`src/rtl/fp_sign_pkg.sv`:
```
// rtl/fp_sign_pkg.sv - shared types, constants and field classifiers for fp_sign_unit
package fp_sign_pkg;

  typedef enum logic [1:0] {
    MODE_PASS = 2'd0,
    MODE_ABS  = 2'd1,
    MODE_NEG  = 2'd2,
    MODE_NABS = 2'd3
  } mode_e;

  localparam logic [31:0] CANON_NAN32 = 32'h7FC0_0000;
  localparam logic [63:0] CANON_NAN64 = 64'h7FF8_0000_0000_0000;

  // value is the element zero-extended to 64 bits; fp_w gives its real width
  function automatic logic is_nan(input logic [63:0] value, input int unsigned exp_w,
                                  input int unsigned fp_w);
    logic [63:0] exp_mask;
    logic [63:0] man_mask;
    int unsigned man_w;
    man_w    = fp_w - 1 - exp_w;
    man_mask = (64'd1 << man_w) - 64'd1;
    exp_mask = ((64'd1 << exp_w) - 64'd1) << man_w;
    return ((value & exp_mask) == exp_mask) && ((value & man_mask) != 64'd0);
  endfunction

  function automatic logic is_zero(input logic [63:0] value, input int unsigned exp_w,
                                   input int unsigned fp_w);
    logic [63:0] mag_mask;
    mag_mask = (64'd1 << (fp_w - 1)) - 64'd1;
    return (exp_w != 0) && ((value & mag_mask) == 64'd0);
  endfunction

endpackage

```
`src/rtl/fp_sign_lane.sv`:
```
// rtl/fp_sign_lane.sv - one combinational sign-manipulation lane with NaN/zero flags
// FP_SIGN_NAN_CANON_EN: when defined, NaN lanes are replaced by the canonical quiet NaN.
module fp_sign_lane
  import fp_sign_pkg::*;
#(
  parameter int FP_W  = 32,
  parameter int EXP_W = 8
) (
  input  mode_e             mode_i,
  input  logic [FP_W-1:0]   data_i,
  output logic [FP_W-1:0]   data_o,
  output logic              nan_o,
  output logic              zero_o
);

  localparam logic [FP_W-1:0] CANON_NAN = {1'b0, {EXP_W{1'b1}}, 1'b1, {(FP_W-EXP_W-2){1'b0}}};

  logic [63:0] data_ext;
  logic        sign_d;

  assign data_ext = 64'(data_i);
  assign nan_o    = is_nan(data_ext, EXP_W, FP_W);
  assign zero_o   = is_zero(data_ext, EXP_W, FP_W);

  // Select the new sign bit from the mode; exponent and mantissa pass through
  always_comb begin
    sign_d = data_i[FP_W-1];
    case (mode_i)
      MODE_PASS: sign_d = data_i[FP_W-1];
      MODE_ABS:  sign_d = 1'b0;
      MODE_NEG:  sign_d = ~data_i[FP_W-1];
      MODE_NABS: sign_d = 1'b1;
      default:   sign_d = data_i[FP_W-1];
    endcase
  end

`ifdef FP_SIGN_NAN_CANON_EN
  assign data_o = nan_o ? CANON_NAN : {sign_d, data_i[FP_W-2:0]};
`else
  assign data_o = {sign_d, data_i[FP_W-2:0]};
`endif

endmodule

```
`src/rtl/fp_sign_unit.sv`:
```
// rtl/fp_sign_unit.sv - pipelined multi-lane IEEE-754 sign unit with handshake and NaN counter
// FP_SIGN_NAN_CANON_EN: forwarded to fp_sign_lane, canonicalises NaN lanes when defined.
module fp_sign_unit
  import fp_sign_pkg::*;
#(
  parameter int LANES  = 4,
  parameter int FP_W   = 32,
  parameter int EXP_W  = 8,
  parameter int STAGES = 2,
  parameter int CNT_W  = 16
) (
  input  logic                    clk,
  input  logic                    areset_n,
  input  logic                    in_valid,
  output logic                    in_ready,
  input  logic [1:0]              in_mode,
  input  logic [LANES*FP_W-1:0]   in_data,
  output logic                    out_valid,
  input  logic                    out_ready,
  output logic [LANES*FP_W-1:0]   out_data,
  output logic [LANES-1:0]        out_nan,
  output logic [LANES-1:0]        out_zero,
  output logic [CNT_W-1:0]        nan_count,
  input  logic                    clr_count
);

  localparam int PC_W  = $clog2(LANES + 1);
  localparam int SUM_W = CNT_W + PC_W;
  localparam logic [CNT_W-1:0] CNT_MAX = {CNT_W{1'b1}};

  mode_e                  mode;
  logic [LANES*FP_W-1:0]  lane_data;
  logic [LANES-1:0]       lane_nan;
  logic [LANES-1:0]       lane_zero;

  logic [LANES*FP_W-1:0]  data_q [STAGES];
  logic [LANES-1:0]       nan_q  [STAGES];
  logic [LANES-1:0]       zero_q [STAGES];
  logic [STAGES-1:0]      vld_q;
  logic [STAGES-1:0]      vld_d;

  logic [LANES*FP_W-1:0]  src_data [STAGES];
  logic [LANES-1:0]       src_nan  [STAGES];
  logic [LANES-1:0]       src_zero [STAGES];
  logic [STAGES-1:0]      src_vld;
  logic [STAGES-1:0]      load;

  logic [CNT_W-1:0]       cnt_q;
  logic [CNT_W-1:0]       cnt_d;
  logic [PC_W-1:0]        pop;
  logic [SUM_W-1:0]       sum;

  assign mode = mode_e'(in_mode);

  for (genvar i = 0; i < LANES; i++) begin : g_lane
    fp_sign_lane #(
      .FP_W  (FP_W),
      .EXP_W (EXP_W)
    ) u_lane (
      .mode_i (mode),
      .data_i (in_data[i*FP_W +: FP_W]),
      .data_o (lane_data[i*FP_W +: FP_W]),
      .nan_o  (lane_nan[i]),
      .zero_o (lane_zero[i])
    );
  end

  // Slot s loads when any slot at or after s is empty or the output drains
  always_comb begin
    load = '0;
    for (int s = 0; s < STAGES; s++) begin
      load[s] = out_ready | (|((~vld_q) >> s));
    end
  end

  // Source of each slot: slot 0 takes the computed lanes, others the previous slot
  always_comb begin
    src_data[0] = lane_data;
    src_nan[0]  = lane_nan;
    src_zero[0] = lane_zero;
    src_vld[0]  = in_valid;
    for (int s = 1; s < STAGES; s++) begin
      src_data[s] = data_q[s-1];
      src_nan[s]  = nan_q[s-1];
      src_zero[s] = zero_q[s-1];
      src_vld[s]  = vld_q[s-1];
    end
    vld_d = vld_q;
    for (int s = 0; s < STAGES; s++) begin
      if (load[s]) vld_d[s] = src_vld[s];
    end
  end

  // Saturating NaN count; clear wins over a coincident output transfer
  always_comb begin
    pop = '0;
    for (int i = 0; i < LANES; i++) begin
      pop = pop + PC_W'(out_nan[i]);
    end
    sum   = SUM_W'(cnt_q) + SUM_W'(pop);
    cnt_d = cnt_q;
    if (clr_count) begin
      cnt_d = '0;
    end else if (out_valid && out_ready) begin
      cnt_d = (sum > SUM_W'(CNT_MAX)) ? CNT_MAX : sum[CNT_W-1:0];
    end
  end

  // Pipeline slots and counter; reset discards everything in flight
  always_ff @(posedge clk or negedge areset_n) begin
    if (!areset_n) begin
      vld_q <= '0;
      cnt_q <= '0;
      for (int s = 0; s < STAGES; s++) begin
        data_q[s] <= '0;
        nan_q[s]  <= '0;
        zero_q[s] <= '0;
      end
    end else begin
      vld_q <= vld_d;
      cnt_q <= cnt_d;
      for (int s = 0; s < STAGES; s++) begin
        if (load[s] && src_vld[s]) begin
          data_q[s] <= src_data[s];
          nan_q[s]  <= src_nan[s];
          zero_q[s] <= src_zero[s];
        end
      end
    end
  end

  assign in_ready  = load[0];
  assign out_valid = vld_q[STAGES-1];
  assign out_data  = data_q[STAGES-1];
  assign out_nan   = nan_q[STAGES-1];
  assign out_zero  = zero_q[STAGES-1];
  assign nan_count = cnt_q;

endmodule
```
`config.mk`:
```
export PLATFORM = sky130hd
export DESIGN_NAME = fp_sign_unit
export DESIGN_NICKNAME = d
export VERILOG_FILES = /design/src/rtl/fp_sign_pkg.sv /design/src/rtl/fp_sign_lane.sv /design/src/rtl/fp_sign_unit.sv
export SDC_FILE = /design/constraint.sdc
export NUM_CORES = 1
export LEC_CHECK = 0
export BUFFER_PORTS_ARGS = -buffer_cell sky130_fd_sc_hd__buf_2
export CORE_MARGIN = 1.5
export CORE_UTILIZATION = 50
export DETAILED_ROUTE_END_ITERATION = 16
export MAX_ROUTING_LAYER = met4
export PLACE_DENSITY_LB_ADDON = 0.3
export SETUP_SLACK_MARGIN = 0.1
export SYNTH_ARGS = -nofsm -noshare
export SYNTH_HDL_FRONTEND = slang
export SYNTH_HIERARCHICAL = 1
export SYNTH_SLANG_ARGS = --single-unit
```
`constraint.sdc`:
```
create_clock -name clk -period 2.35 [get_ports clk]
set_clock_uncertainty 0.1 [all_clocks]
set_input_delay 0 -clock clk [delete_from_list [all_inputs] [get_ports clk]]
set_output_delay 0 -clock clk [all_outputs]
set_load 0.02 [all_outputs]
```
==> results of run 1 <==
-- flip-flops by register name, indices dropped and copies added (netlist names) --
| register | count |
|---|---|
| out_data | 128 |
| nan_count | 16 |
| data_q | 128 |
| vld_q | 2 |
| out_nan | 4 |
| out_zero | 4 |
| nan_q | 4 |
| src_zero | 4 |
-- synthesized netlist by cell type, types with 3 or more instances --
master / instances / share of area (%)
a21oi_1: 5 / 0.19
a311oi_1: 5 / 0.32
a31oi_1: 8 / 0.37
buf_2: 24 / 0.89
buf_4: 265 / 15
dfrtp_1: 290 / 54
fa_1: 3 / 0.45
inv_1: 5 / 0.14
mux2_2: 272 / 23
nand2_1: 14 / 0.39
nand2b_1: 7 / 0.32
nand3_1: 3 / 0.11
nand4_1: 13 / 0.60
nor2_1: 11 / 0.31
nor3_1: 11 / 0.41
nor3_2: 4 / 0.30
nor4_1: 24 / 1.1
nor4_2: 4 / 0.37
o21a_1: 5 / 0.28
xnor2_1: 4 / 0.26
-- metal layers --
layer | GRT usage (%) | share of wire, %
met1 | 26.5 | 42
met5 | - | 0
met4 | 6.74 | 3.2
met2 | 34.9 | 49
met3 | 4.82 | 6.4
-- area by class of cell --
cell class | count | area (um2) | share of cell area [%]
multi-input cells | 421 | 4200 | 25.8
diodes | 1 | 2.50 | 0.0154
flip-flops and latches | 290 | 7260 | 44.6
clock inverters | 4 | 95.1 | 0.584
clock buffers | 52 | 955 | 5.86
repair buffers | 468 | 3330 | 20.5
well taps | 335 | 419 | 2.57
inverters | 6 | 22.5 | 0.138
-- worst min-delay path: cells and delay by family --
| family | cells | cell delay [ns] |
|---|---|---|
| muxes | 1 | 0.13 |
| buffers and inverters | 2 | 0.62 |
-- metrics by stage --
step | power [mW] | cell area (um2) | hold WS [ns] | TNS (ns)
2_1_floorplan | 9.22 | 13500 | -0.396 | -1.35
3_3_place_gp | 9.41 | 13700 | -0.173 | -2.43
3_5_place_dp | 9.51 | 13700 | -0.172 | -3.50
4_1_cts | 14.7 | 16200 | 0.104 | -3.25
5_1_grt | 15.2 | 16300 | 0.123 | -6.56
6_report | 14.6 | 16300 | 0.140 | -4.15
-- report_power, final --
part / switching [mW] / internal, mW / leakage [nW]
Sequential: 0.444 / 5.92 / 3.46
Clock: 1.89 / 3.06 / 0.513
Combinational: 1.72 / 1.52 / 3.41
Total: 4.06 / 10.5 / 7.38
-- path summary, 6_finish.rpt --
path,start,to,slack [ns],depth (start not counted)
worst max-delay path,out_nan[0],nan_count[13],-0.34,10
worst min-delay path,in_data[77],data_q[205],0.14,3
worst max register to register,out_nan[0],nan_count[13],-0.34,10
worst min register to register,data_q[129],out_data[1],0.39,1
max in group asynchronous,areset_n,data_q[188],1.18,4
min in group asynchronous,areset_n,data_q[237],0.49,4
-- what timing repair did --
item                                    4_1_cts  5_1_grt
pin swaps                                     4        8
setup buffers                                 7        5
endpoints found under the setup margin       16       16
hold buffers                                139        0
gates resized for setup                       7       10
cloned                                        1        0
endpoints found under the hold margin       444        0
-- cell families (layout without fill, tap and decap cells) --
group	Yosys count	after routing	share of synthesized area, %
AO/OA/AOI/OAI	32	32	1.67
flip-flops	290	290	53.8
multiplexers	272	272	22.7
buffers and inverters	296	530	15.9
AND/OR/NAND/NOR	106	107	5.01
XOR/XNOR	6	6	0.390
other	0	1	0
adder cells (fa/ha/maj)	4	4	0.538
==> metrics, run 1 <==
status=complete, but fails checks; violated checks=setup timing; router iterations before antenna repair=4; crit start category=register; pin count of the biggest net entering global routing=92; final setup margin=-0.340 ns; async set-or-reset flop fraction in the synthesized netlist=100%; RSZ-0062 raised after global routing=true; register bit total from synthesis=290; Final Cycle Share=114%; worst setup path class=reg -> reg; clock tree from TritonCTS=yes; crit end category=register; Cell variety after synth=41; die height=167 um; DR iter-0 viols=302; DP Worst Slack=-0.313 ns; aggregate routed wire length=28500 um; Routed Antenna Nets=0; Via-to-Cell Ratio=5.11; Max Buffers Root-to-Sink=3; share of layout cells above drive strength 1=54.7%; Warnings, synthesis=6; total gr overflow=0; Max Cap Viol=0; Post-route DRC=0; Cells after Synth=1006; GRT Overall Usage=21.3%; wire length per cell=18.1 um; Hold/Removal Path Class=in -> reg; Slew Viols, Final=0; post-layout min period=2.69 ns; Finished Layout Cells=1577; vias post-DR=8061; core area=26300 um2; sequential share of the synthesized area=53.8%; leading cell type in the layout, fill and taps excluded=dfrtp_1; Post-Route Utilization=62.0%; Max VDD drop=0.000641 V; Post-synth EDFFs=0; worst slew pin tran=0.488 ns; CP cell instances=fa_1 -> inv_1 -> fa_2 -> inv_2 -> fa_2 -> nand4_1 -> nor4_4 -> inv_2 -> buf_4 -> a311oi_2; Max Freq=372 MHz; Port Buffer Count=288; Die Wd=167 um; peak fanout along the critical path=6; Syn Nets=1145; # rows=59; Initial Util=51.3%; mean post-synth cell area=13.4 um2; P_leak=7.38 nW; final hold viol count=0; fin nets=1357; Final HPWL DP=18500 um; insertion delay to the later sink of the worst-skew pair=0.54 ns; GPL Wtd Cong=0.823; die area=28000 um2; Worst path slowest cell=fa_1; total CTS buffers=31; IO Pins=289; clk root buf=clkbuf_16; most frequent cells in the layout=dfrtp_1, buf_2, mux2_2, dlygate4sd3_1, clkbuf_16; CP delay by family, top=adder cells; Main synth FF type=dfrtp_1; clock slew at reported path FFs=0.06 ns; crit path buf inv count=4; crit-path max cell delay=0.54 ns; critical path required time=2.70 ns; number of global-route vias before repair=8735; Worst slew margin=67.4%; first-pass GRT wire length=46600 um; initial antenna violation count=1; H-Tree Depth=1; CTS sink count=290; placed insts=1369; area grow syn2layout=20.7%; filler instances=1968; final setup vio count=16; power per cell area=894 nW/um2; Cell Area, Synth=13500 um2; Crit path arrival time=3.04 ns
No activity file was read; power rests on OpenSTA's default activity.
==> run 2, diff against run 1 <==
--- a/config.mk
+++ b/config.mk
@@ -5,14 +5,14 @@
 export SDC_FILE = /design/constraint.sdc
 export NUM_CORES = 1
 export LEC_CHECK = 0
+export ABC_CLOCK_PERIOD_IN_PS = 2350
 export BUFFER_PORTS_ARGS = -buffer_cell sky130_fd_sc_hd__buf_2
 export CORE_MARGIN = 1.5
-export CORE_UTILIZATION = 50
+export CORE_UTILIZATION = 49
 export DETAILED_ROUTE_END_ITERATION = 16
 export MAX_ROUTING_LAYER = met4
 export PLACE_DENSITY_LB_ADDON = 0.3
 export SETUP_SLACK_MARGIN = 0.1
 export SYNTH_ARGS = -nofsm -noshare
 export SYNTH_HDL_FRONTEND = slang
-export SYNTH_HIERARCHICAL = 1
 export SYNTH_SLANG_ARGS = --single-unit
==> run 2 against run 1 <==
Against the previous run:
- the flow still finishes with violations (setup timing)
- maximum frequency shrank 2.3%
- via count grew 1.3%
- hold slack gained 0.0074 ns
- synthesized cell count shrank 10%
- largest power group unchanged
==> metrics, run 2 <==
crit end category=register; clock slew at reported path FFs=0.06 ns (about the same); status=complete, but fails checks; P_leak=7.29 nW (-1.2%); final setup margin=-0.403 ns (-0.0632 ns); top cell type by total area after synthesis=dfrtp_1; Max Cap Viol=0 (unchanged); peak fanout along the critical path=5 (-1); Initial Util=49.7% (-1.6 points); initial antenna violation count=1 (unchanged); Post-route DRC=0 (unchanged); fin nets=1358 (+0.074%); CTS sink count=290 (unchanged); RSZ-0062 raised after global routing=true; Cell variety after synth=44 (+7.3%); top cells by area, synth=dfrtp_1, mux2_2, buf_4; GPL Wtd Cong=0.839 (+1.9%); Max VDD drop=0.000617 V (-3.8%); clk root buf=clkbuf_16; # rows=58 (-1.7%); area grow syn2layout=28.6%; die height=163 um (-2.8%); Port Buffer Count=288 (unchanged); mean post-synth cell area=13.9 um2 (+3.3%); Post-synth EDFFs=0 (unchanged); Routed Antenna Nets=0 (unchanged); Cells after Synth=901 (-10%); final setup vio count=16 (unchanged); final hold viol count=0 (unchanged); leading cell type in the layout, fill and taps excluded=dfrtp_1; Via-to-Cell Ratio=5.19 (+1.5%); total CTS buffers=30 (-3.2%); router iterations before antenna repair=4 (unchanged); async set-or-reset flop fraction in the synthesized netlist=100% (unchanged); first-pass GRT wire length=45600 um (-2.2%); register bit total from synthesis=290 (unchanged); most frequent cells in the layout=dfrtp_1, buf_2, mux2_2, dlygate4sd3_1; pin count of the biggest net entering global routing=80 (-13%); Max Freq=363 MHz (-2.3%); Warnings, synthesis=0 (-6); Final Cycle Share=117% (+2.7 points); clock tree from TritonCTS=yes; insertion delay to the later sink of the worst-skew pair=0.54 ns (about the same); synth cell count leaders=dfrtp_1, mux2_2, buf_4, nor4_1, nand2_1; power per cell area=907 nW/um2 (+1.5%); post-layout min period=2.75 ns (+0.0632 ns); placed inst area=13500 um2 (-1.1%); core area=25100 um2 (-4.5%); vias post-DR=8162 (+1.3%); post-synth top area share=58.1% (+4.4 points); Main synth FF type=dfrtp_1; Cell Area, Synth=12500 um2 (-7.5%); Die Wd=163 um (-2.8%); Worst slew margin=44.3% (-23 points); GRT Overall Usage=22.2% (+0.91 points); sequential share of the synthesized area=58.1% (+4.4 points); worst slew pin tran=0.834 ns (+0.346 ns); wire length per cell=18.2 um (+0.93%); total gr overflow=0 (unchanged); H-Tree Depth=1 (unchanged); violated checks=setup timing; Hold/Removal Path Class=in -> reg; aggregate routed wire length=28700 um (+0.67%); crit start category=register; die area=26400 um2 (-5.5%); number of global-route vias before repair=8555 (-2.1%); critical path required time=2.72 ns (+0.02 ns); most frequent cell after synthesis=dfrtp_1; DR iter-0 viols=433 (+43%); Non-Filler Cell Area, Final=16100 um2 (-1.4%); DP Worst Slack=-0.447 ns (-0.133 ns); IO Pins=289 (unchanged); worst setup path class=reg -> reg; Final HPWL DP=18300 um (-0.93%); Slew Viols, Final=0 (unchanged); Crit path arrival time=3.12 ns (+0.08 ns); share of layout cells above drive strength 1=52.7% (-2.1 points); Max Buffers Root-to-Sink=3 (unchanged); Syn Nets=1040 (-9.2%)
==> run 2: cell count changes in the layout (fill, tap and decap cells not counted), moves of 5 or more <==
cell / delta
mux2_2: -12
nand2_1: +11
nor2_1: +10
clkbuf_1: -8
nor4_1: +7
buf_12: -6
buf_4: -6
clkinv_2: +6
a31oi_1: -5
nor2b_1: +5
o21a_1: -5
o21ai_0: +5
==> run 2: area by class of cell <==
cell class              count  area (um2)
inverters                   5        18.8
flip-flops and latches    290        7260
repair buffers            454        3150
well taps                 330         413
clock inverters            15         188
clock buffers              40         870
diodes                      1        2.50
fillers                  1901        9050
multi-input cells         438        4160
==> run 2: power by group <==
part	switching, mW	internal [mW]
clock network	1.97	3.03
registers	0.447	5.91
logic	1.73	1.47
==> run 2: metal layers <==
metal / vias up / GRT usage [%] / wire, um
met1: 4109 / 27.6 / 12100
li1: 3735 / - / -
met2: 247 / 36.8 / 14200
met5: - / - / 0
met4: 0 / 7.42 / 921
met3: 71 / 4.13 / 1440
==> run 2: stage by stage <==
| step | TNS [ns] | hold WS (ns) | std cells | utilization (%) | power (mW) |
|---|---|---|---|---|---|
| finish | -5.36 | 0.147 | 1573 | 63.9 | 14.6 |
| global route | -7.33 | 0.138 | 1573 | 63.9 | 15.2 |
| CTS | -5.24 | 0.117 | 1571 | 63.9 | 14.7 |
| detailed placement | -5.75 | -0.0747 | 1374 | 53.8 | 9.46 |
| global placement | -4.96 | -0.0734 | 1374 | 53.8 | 9.35 |
| floorplan | -4.51 | -0.396 | 901 | - | 9.04 |
==> run 2: logic make-up after synthesis <==
kind of cell / Yosys count / share of synthesized area [%]
AO/OA/AOI/OAI: 40 / 2.33
XOR/XNOR: 4 / 0.281
adder cells (fa/ha/maj): 4 / 0.581
buffers and inverters: 174 / 9.44
flip-flops: 290 / 58.1
multiplexers: 261 / 23.5
AND/OR/NAND/NOR: 128 / 5.68
==> run 2: path summary, 6_finish.rpt <==
| check | end | cells past startpoint | startpoint | slack (ns) |
|---|---|---|---|---|
| worst max-delay path | nan_count[13] | 9 | out_nan[0] | -0.40 |
| worst min-delay path | data_q[201] | 3 | in_data[73] | 0.15 |
| worst max register to register | nan_count[13] | 9 | out_nan[0] | -0.40 |
| worst min register to register | nan_q[7] | 2 | nan_q[7] | 0.38 |
| max in group asynchronous | out_data[12] | 4 | areset_n | 0.82 |
| min in group asynchronous | out_data[79] | 3 | areset_n | 0.45 |
==> run 2: what timing repair did <==
action	4_1_cts	5_1_grt
gates cloned	1	0
setup endpoints to repair	16	16
hold endpoints to repair	444	0
gates resized for setup	14	1
pin swaps	7	2
setup buffers	4	1
hold buffers	137	0
==> run 2: critical path: stages, from the launching register on <==
cell and delay [ns]:
dfrtp_1 0.40, fa_1 0.54, inv_1 0.05, fa_2 0.35, inv_2 0.07, fa_2 0.23, nand4_4 0.11, or4_4 0.50
a41o_1 0.26, nor2_1 0.08
